$ cat src/rtl/rr_arbiter4_if.sv
// Request/grant bundle of the 4-way round-robin arbiter.
// The requester side (master) drives en/req; the arbiter (slave) drives the grant.
interface rr_arbiter4_if;
  logic       en;
  logic [3:0] req;
  logic [3:0] gnt;
  logic [1:0] gnt_idx;
  logic       gnt_valid;
  logic       expired;

  modport master (
    output en, req,
    input  gnt, gnt_idx, gnt_valid, expired
  );

  modport slave (
    input  en, req,
    output gnt, gnt_idx, gnt_valid, expired
  );
endinterface

$ cat src/rtl/rr_arbiter4.sv
// Four-requester round-robin arbiter with a per-grant hold limit.
// All outputs come straight from flops; a grant lands one edge after its request.
module rr_arbiter4 #(
  parameter int unsigned MAX_HOLD = 8
) (
  input  logic          clk,
  input  logic          rst,
  rr_arbiter4_if.slave  bus
);

  typedef enum logic {IDLE = 1'b0, GRANT = 1'b1} state_e;

  localparam logic [3:0] MAX_HOLD_C = 4'(MAX_HOLD);

  state_e     state_q, state_d;
  logic [1:0] last_q, last_d;
  logic [1:0] idx_q, idx_d;
  logic [3:0] cnt_q, cnt_d;
  logic [3:0] gnt_q, gnt_d;
  logic       expired_q, expired_d;
  logic [2:0] win;
  logic       take;
  logic       drop;

  // Returns {found, index} of the first asserted request after `last`, wrapping to `last`.
  function automatic logic [2:0] rr_pick(input logic [3:0] req, input logic [1:0] last);
    logic [2:0] res;
    logic [1:0] cand;
    res = 3'b000;
    for (int k = 1; k <= 4; k++) begin
      cand = last + 2'(k);
      if (!res[2] && req[cand]) begin
        res = {1'b1, cand};
      end else begin
        res = res;
      end
    end
    return res;
  endfunction

  // Next-state, hold counter and grant decode.
  always_comb begin
    state_d   = state_q;
    last_d    = last_q;
    idx_d     = idx_q;
    cnt_d     = cnt_q;
    expired_d = 1'b0;
    take      = 1'b0;
    drop      = 1'b0;
    win       = rr_pick(bus.req, last_q);

    case (state_q)
      IDLE: begin
        if (bus.en && win[2]) begin
          take = 1'b1;
        end else begin
          take = 1'b0;
        end
      end
      GRANT: begin
        // A release wins over a simultaneous expiry, so expired is only raised while req is held.
        if (!bus.req[idx_q]) begin
          if (bus.en && win[2]) begin
            take = 1'b1;
          end else begin
            drop = 1'b1;
          end
        end else if (cnt_q >= MAX_HOLD_C) begin
          expired_d = 1'b1;
          if (bus.en && win[2]) begin
            take = 1'b1;
          end else begin
            drop = 1'b1;
          end
        end else begin
          cnt_d = (cnt_q == 4'hF) ? cnt_q : cnt_q + 4'd1;
        end
      end
      default: begin
        drop = 1'b1;
      end
    endcase

    if (take) begin
      state_d = GRANT;
      idx_d   = win[1:0];
      last_d  = win[1:0];
      cnt_d   = 4'd1;
    end else if (drop) begin
      state_d = IDLE;
      idx_d   = 2'd0;
      cnt_d   = 4'd0;
    end else begin
      state_d = state_d;
    end

    gnt_d = (state_d == GRANT) ? (4'b0001 << idx_d) : 4'b0000;
  end

  // State and output registers; reset leaves requester 0 with first priority.
  always_ff @(posedge clk) begin
    if (rst) begin
      state_q   <= IDLE;
      last_q    <= 2'd3;
      idx_q     <= 2'd0;
      cnt_q     <= 4'd0;
      gnt_q     <= 4'b0000;
      expired_q <= 1'b0;
    end else begin
      state_q   <= state_d;
      last_q    <= last_d;
      idx_q     <= idx_d;
      cnt_q     <= cnt_d;
      gnt_q     <= gnt_d;
      expired_q <= expired_d;
    end
  end

  assign bus.gnt       = gnt_q;
  assign bus.gnt_idx   = idx_q;
  assign bus.gnt_valid = (state_q == GRANT);
  assign bus.expired   = expired_q;

endmodule

$ cat src/flat_wrapper.sv
// flat-port wrapper written by rule: the top's interface ports become plain ports
module rr_arbiter4_flat 
#(
  parameter int unsigned MAX_HOLD = 8
)
  (clk, rst, bus_en, bus_req, bus_gnt, bus_gnt_idx, bus_gnt_valid, bus_expired);
  rr_arbiter4_if bus_i ();
  input  logic clk;
  input  logic rst;
  input wire logic [$bits(bus_i.en)-1:0] bus_en;
  input wire logic [$bits(bus_i.req)-1:0] bus_req;
  output wire logic [$bits(bus_i.gnt)-1:0] bus_gnt;
  output wire logic [$bits(bus_i.gnt_idx)-1:0] bus_gnt_idx;
  output wire logic [$bits(bus_i.gnt_valid)-1:0] bus_gnt_valid;
  output wire logic [$bits(bus_i.expired)-1:0] bus_expired;
  assign bus_i.en = bus_en;
  assign bus_i.req = bus_req;
  assign bus_gnt = bus_i.gnt;
  assign bus_gnt_idx = bus_i.gnt_idx;
  assign bus_gnt_valid = bus_i.gnt_valid;
  assign bus_expired = bus_i.expired;
  rr_arbiter4 #(.MAX_HOLD(MAX_HOLD)) u_core (.clk(clk), .rst(rst), .bus(bus_i));
endmodule
$ cat config.mk
export PLATFORM = sky130hd
export DESIGN_NAME = rr_arbiter4_flat
export DESIGN_NICKNAME = d
export VERILOG_FILES = /design/src/rtl/rr_arbiter4_if.sv /design/src/rtl/rr_arbiter4.sv /design/src/flat_wrapper.sv
export SDC_FILE = /design/constraint.sdc
export NUM_CORES = 1
export LEC_CHECK = 0
export BUFFER_PORTS_ARGS = -buffer_cell sky130_fd_sc_hd__buf_2
export CORE_MARGIN = 2
export CORE_UTILIZATION = 45
export DETAILED_ROUTE_END_ITERATION = 8
export PLACE_DENSITY = 0.77
export SLEW_MARGIN = 10
export SYNTH_ARGS = -nofsm -noshare
export SYNTH_HDL_FRONTEND = slang
export SYNTH_SLANG_ARGS = --single-unit
$ cat constraint.sdc
create_clock -name clk -period 4.39 [get_ports clk]
set_input_delay 0.439 -clock clk [delete_from_list [all_inputs] [get_ports clk]]
set_output_delay 0.439 -clock clk [all_outputs]
set_load 0.02 [all_outputs]
==> implementation parameters <==
Parameter                              Value

Finish
  Number of nets in the finished design ... 102
  Area used by multi-input combinational logic ... about 380 um^2
  End-of-flow core utilization ... 0.552
  Antenna fix cells ... 0
  Filler instances ... 145
  Area taken by flip-flops and latches ... around 280 um^2
  Layout overhead on the synthesized area ... 17.8%
  Ratio of cells with drive above 1 in the final layout ... 0.239

Place
  Routability cong. ... 0.763
  Detailed placement HPWL ... 1100 um
  IO buf count ... 14

Clock network
  Clock latency on the worst-skew pair ... 270 ps
  Worst-path clk slew ... 80 ps
  Root cell of the clock tree ... clkbuf_4
  CTS Buffer Depth ... 2
  Clock tree from TritonCTS ... done
  Post-CTS setup-driven buffer insertion count ... 0
  Number of CTS-inserted buffers ... 3
  Post-CTS sizing ... 0
  Clock H-tree levels ... 1
  Hold_buf cts ... 0
  Clock Sinks ... 14

Setup path
  Reg2reg start ... u_core.bus.gnt_idx[1]$_SDFF_PP0_
  Kind of end point of the critical path ... flop
  Biggest fanout along the worst timing path ... 7
  Critical Setup Path Class ... flop to flop
  Sequence of cells on the critical path ... mux2_2, a221o_1, o32a_1, and4b_1
  Crit Reg-Reg Endpoint ... u_core.bus.gnt[0]$_SDFF_PP0_
  R2r setup slk ... 2480 ps
  Required time of the worst setup path ... approximately 4600 ps
  Combined buffer and inverter count along the critical path ... 0
  CP delay by family, top ... compound AO/OA/AOI/OAI gates
  Delay contributed by the slowest stage of the critical path ... 410 ps
  FF-to-FF path depth ... 4
  Standard cell with the maximum stage delay on the critical path ... o32a_1
  Kind of start point of the critical path ... flop
  Data arrival, critical path ... ~2100 ps

Drt
  Number of optimization iterations in the first detailed-route pass ... 4
  DRT Wirelength ... around 1400 um
  Residual antenna-violating net count after detailed routing ... 0
  Avg WL per Cell ... 13.4 um
  Drt first-iter violations ... 24
  Number of vias after detailed routing ... 627
  Via-to-Cell Ratio ... 5.81
  Residual DRC ... 0

Global routing
  Total routing resource utilization after global routing ... 0.174
  Busiest layer in global routing ... met2
  Global-route wire length before repair ... ~2400 um
  Global routing usage on met3 ... 0.0383
  GRT met1 Usage ... 0.230
  Maximum number of pins on one net before global-route repair ... 11
  Total overflow reported by the global router ... 0
  Met2 Usage GRT ... 0.263
  Antenna violations before repair ... 0
  Number of global-route vias before repair ... 569

Floorplan
  Core Area ... between 0.001 and 0.0015 mm^2
  Area of the die ... 0.00186 mm^2
  Width of the chip ... 43.1 um
  Site Rows ... 14
  Number of ports placed on the die boundary ... 15
  Vertical die dimension ... 43.1 um
  Initial Utilization ... 0.469

Job
  Count of maximum capacitance violations ... 0

Yosys
  Mean area per synthesized cell ... 9.19 um^2
  Net count after synthesis ... 84
  Proportion of synthesized chip area in sequential cells ... 0.407
  Number of flops mapped to enable cells by yosys ... 0
  Yosys top cell by area ... dfxtp_1
  Total number of yosys warnings ... 0
  Post-synthesis register bit count ... 14
  Cells after synthesis ... 75
  Main synth FF type ... dfxtp_1
  Ranking of synthesized cells by area ... dfxtp_1, ha_1, inv_1
  Synth top area share ... 0.407
  Post-synthesis async set-or-reset flop share ... 0
  Number of distinct library cells after synthesis ... 36
  Post-Syn Area ... 689 um^2

Status
  Run status ... finished, final reports clean

STA
  Share of the clock period used by the worst path ... 0.436
  Number of slew-limit violations in the final report ... 0
  Number of setup violations in the final report ... 0
  Worst Clk Skew ... 1.97 ps
  Transition time at the pin with the least slew margin ... 552 ps
  Setup repair after global routing missed its margin ... false
  Final min period ... 1910 ps
  Total count of hold-check failures in the final report ... 0
  F_max ... 523 MHz
  Total Negative Setup Slacks ... 0 ps
  Max-slew headroom at the worst pin ... 0.632

Pwr
  Areal power density over the cells ... 350 mW/mm^2
  Max VDD drop ... 0.186 mV
  Reported leakage power ... approximately 0.34 nW

Hold path
  HP Class ... input pin to flop
  Number of cells traversed by the worst hold path ... 2
  Min-Delay Startpoint ... rst
  Destination of the worst hold path ... u_core.cnt_q[2]$_SDFFE_PP0P_
kinds of logic (layout without fill, tap and decap cells):
| logic type | Yosys count | count (layout) | synth area share |
|---|---|---|---|
| buf+inv | 7 | 24 | 0.0381 |
| compound gates | 24 | 24 | 0.269 |
| mux | 2 | 2 | 0.0381 |
| flops | 14 | 14 | 0.407 |
| simple gates | 26 | 26 | 0.212 |
| fa+ha+maj | 2 | 2 | 0.0363 |
report_power, final:
group	internal, W	switching [W]
logic	0.0000219	0.0000310
clock network	0.0000504	0.0000394
registers	0.000134	0.00000726
cells in the mapped netlist (3+ instances only):
cell type / n
nand2_1: 6
dfxtp_1: 14
nor2_1: 5
a21oi_1: 4
nand2b_1: 3
inv_1: 6
cell type report:
class                           instances  share of cell area
Tap cell                               16              0.0247
Timing Repair Buffer                   14              0.0863
Multi-Input combinational cell         54               0.471
Clock buffer                            4              0.0447
Inverter                                6              0.0277
Sequential cell                        14               0.345
how the worst max path moves through the flow:
stage          slack [ps]                        startpoint                            to  depth (start not counted)
6_report             2480  u_core.bus.gnt_idx[1]$_SDFF_PP0_  u_core.bus.gnt[0]$_SDFF_PP0_                          4
5_1_grt              2400  u_core.bus.gnt_idx[1]$_SDFF_PP0_  u_core.bus.gnt[2]$_SDFF_PP0_                          4
4_1_cts              2480  u_core.bus.gnt_idx[1]$_SDFF_PP0_  u_core.bus.gnt[0]$_SDFF_PP0_                          4
3_5_place_dp         2370                        bus_req[1]  u_core.bus.gnt[0]$_SDFF_PP0_                          5
3_3_place_gp         2410                        bus_req[1]  u_core.bus.gnt[0]$_SDFF_PP0_                          5
2_1_floorplan        2440  u_core.bus.gnt_idx[1]$_SDFF_PP0_  u_core.bus.gnt[0]$_SDFF_PP0_                          4
layer usage:
metal | share of wire | wire [um]
met5 | 0 | 0
met3 | 0.089 | 128
met4 | 0.0062 | 9
met1 | 0.44 | 639
met2 | 0.46 | 667
through the flow:
step / instance area, um^2 / power, W / setup slack [ps] / instances / hold slack (ps)
6_report: 812 / 0.000284 / 2480 / 108 / 445
3_3_place_gp: 776 / 0.000195 / 2410 / 104 / 466
3_5_place_dp: 776 / 0.000197 / 2370 / 104 / 472
4_1_cts: 812 / 0.000287 / 2480 / 108 / 436
2_1_floorplan: 689 / 0.000180 / 2440 / 75 / 445
5_1_grt: 812 / 0.000299 / 2400 / 108 / 471
cells in the final DEF (no fill, tap or decap), types with 2 or more instances in the layout:
master	count
a211o_1	2
a211oi_1	2
a21oi_1	4
and4b_1	2
buf_2	14
clkbuf_4	3
dfxtp_1	14
ha_1	2
inv_1	6
nand2_1	6
nand2b_1	3
nor2_1	5
nor2b_1	2
nor3b_1	2
o21ai_0	2
state kept, by name, summed over array words and instances, names as in the netlist:
name / cells
u_core.bus.expired: 1
u_core.last_q: 2
u_core.bus.gnt_valid: 1
u_core.bus.gnt: 4
u_core.cnt_q: 4
u_core.bus.gnt_idx: 2
Note: power is estimated with default switching activity, not from simulation.
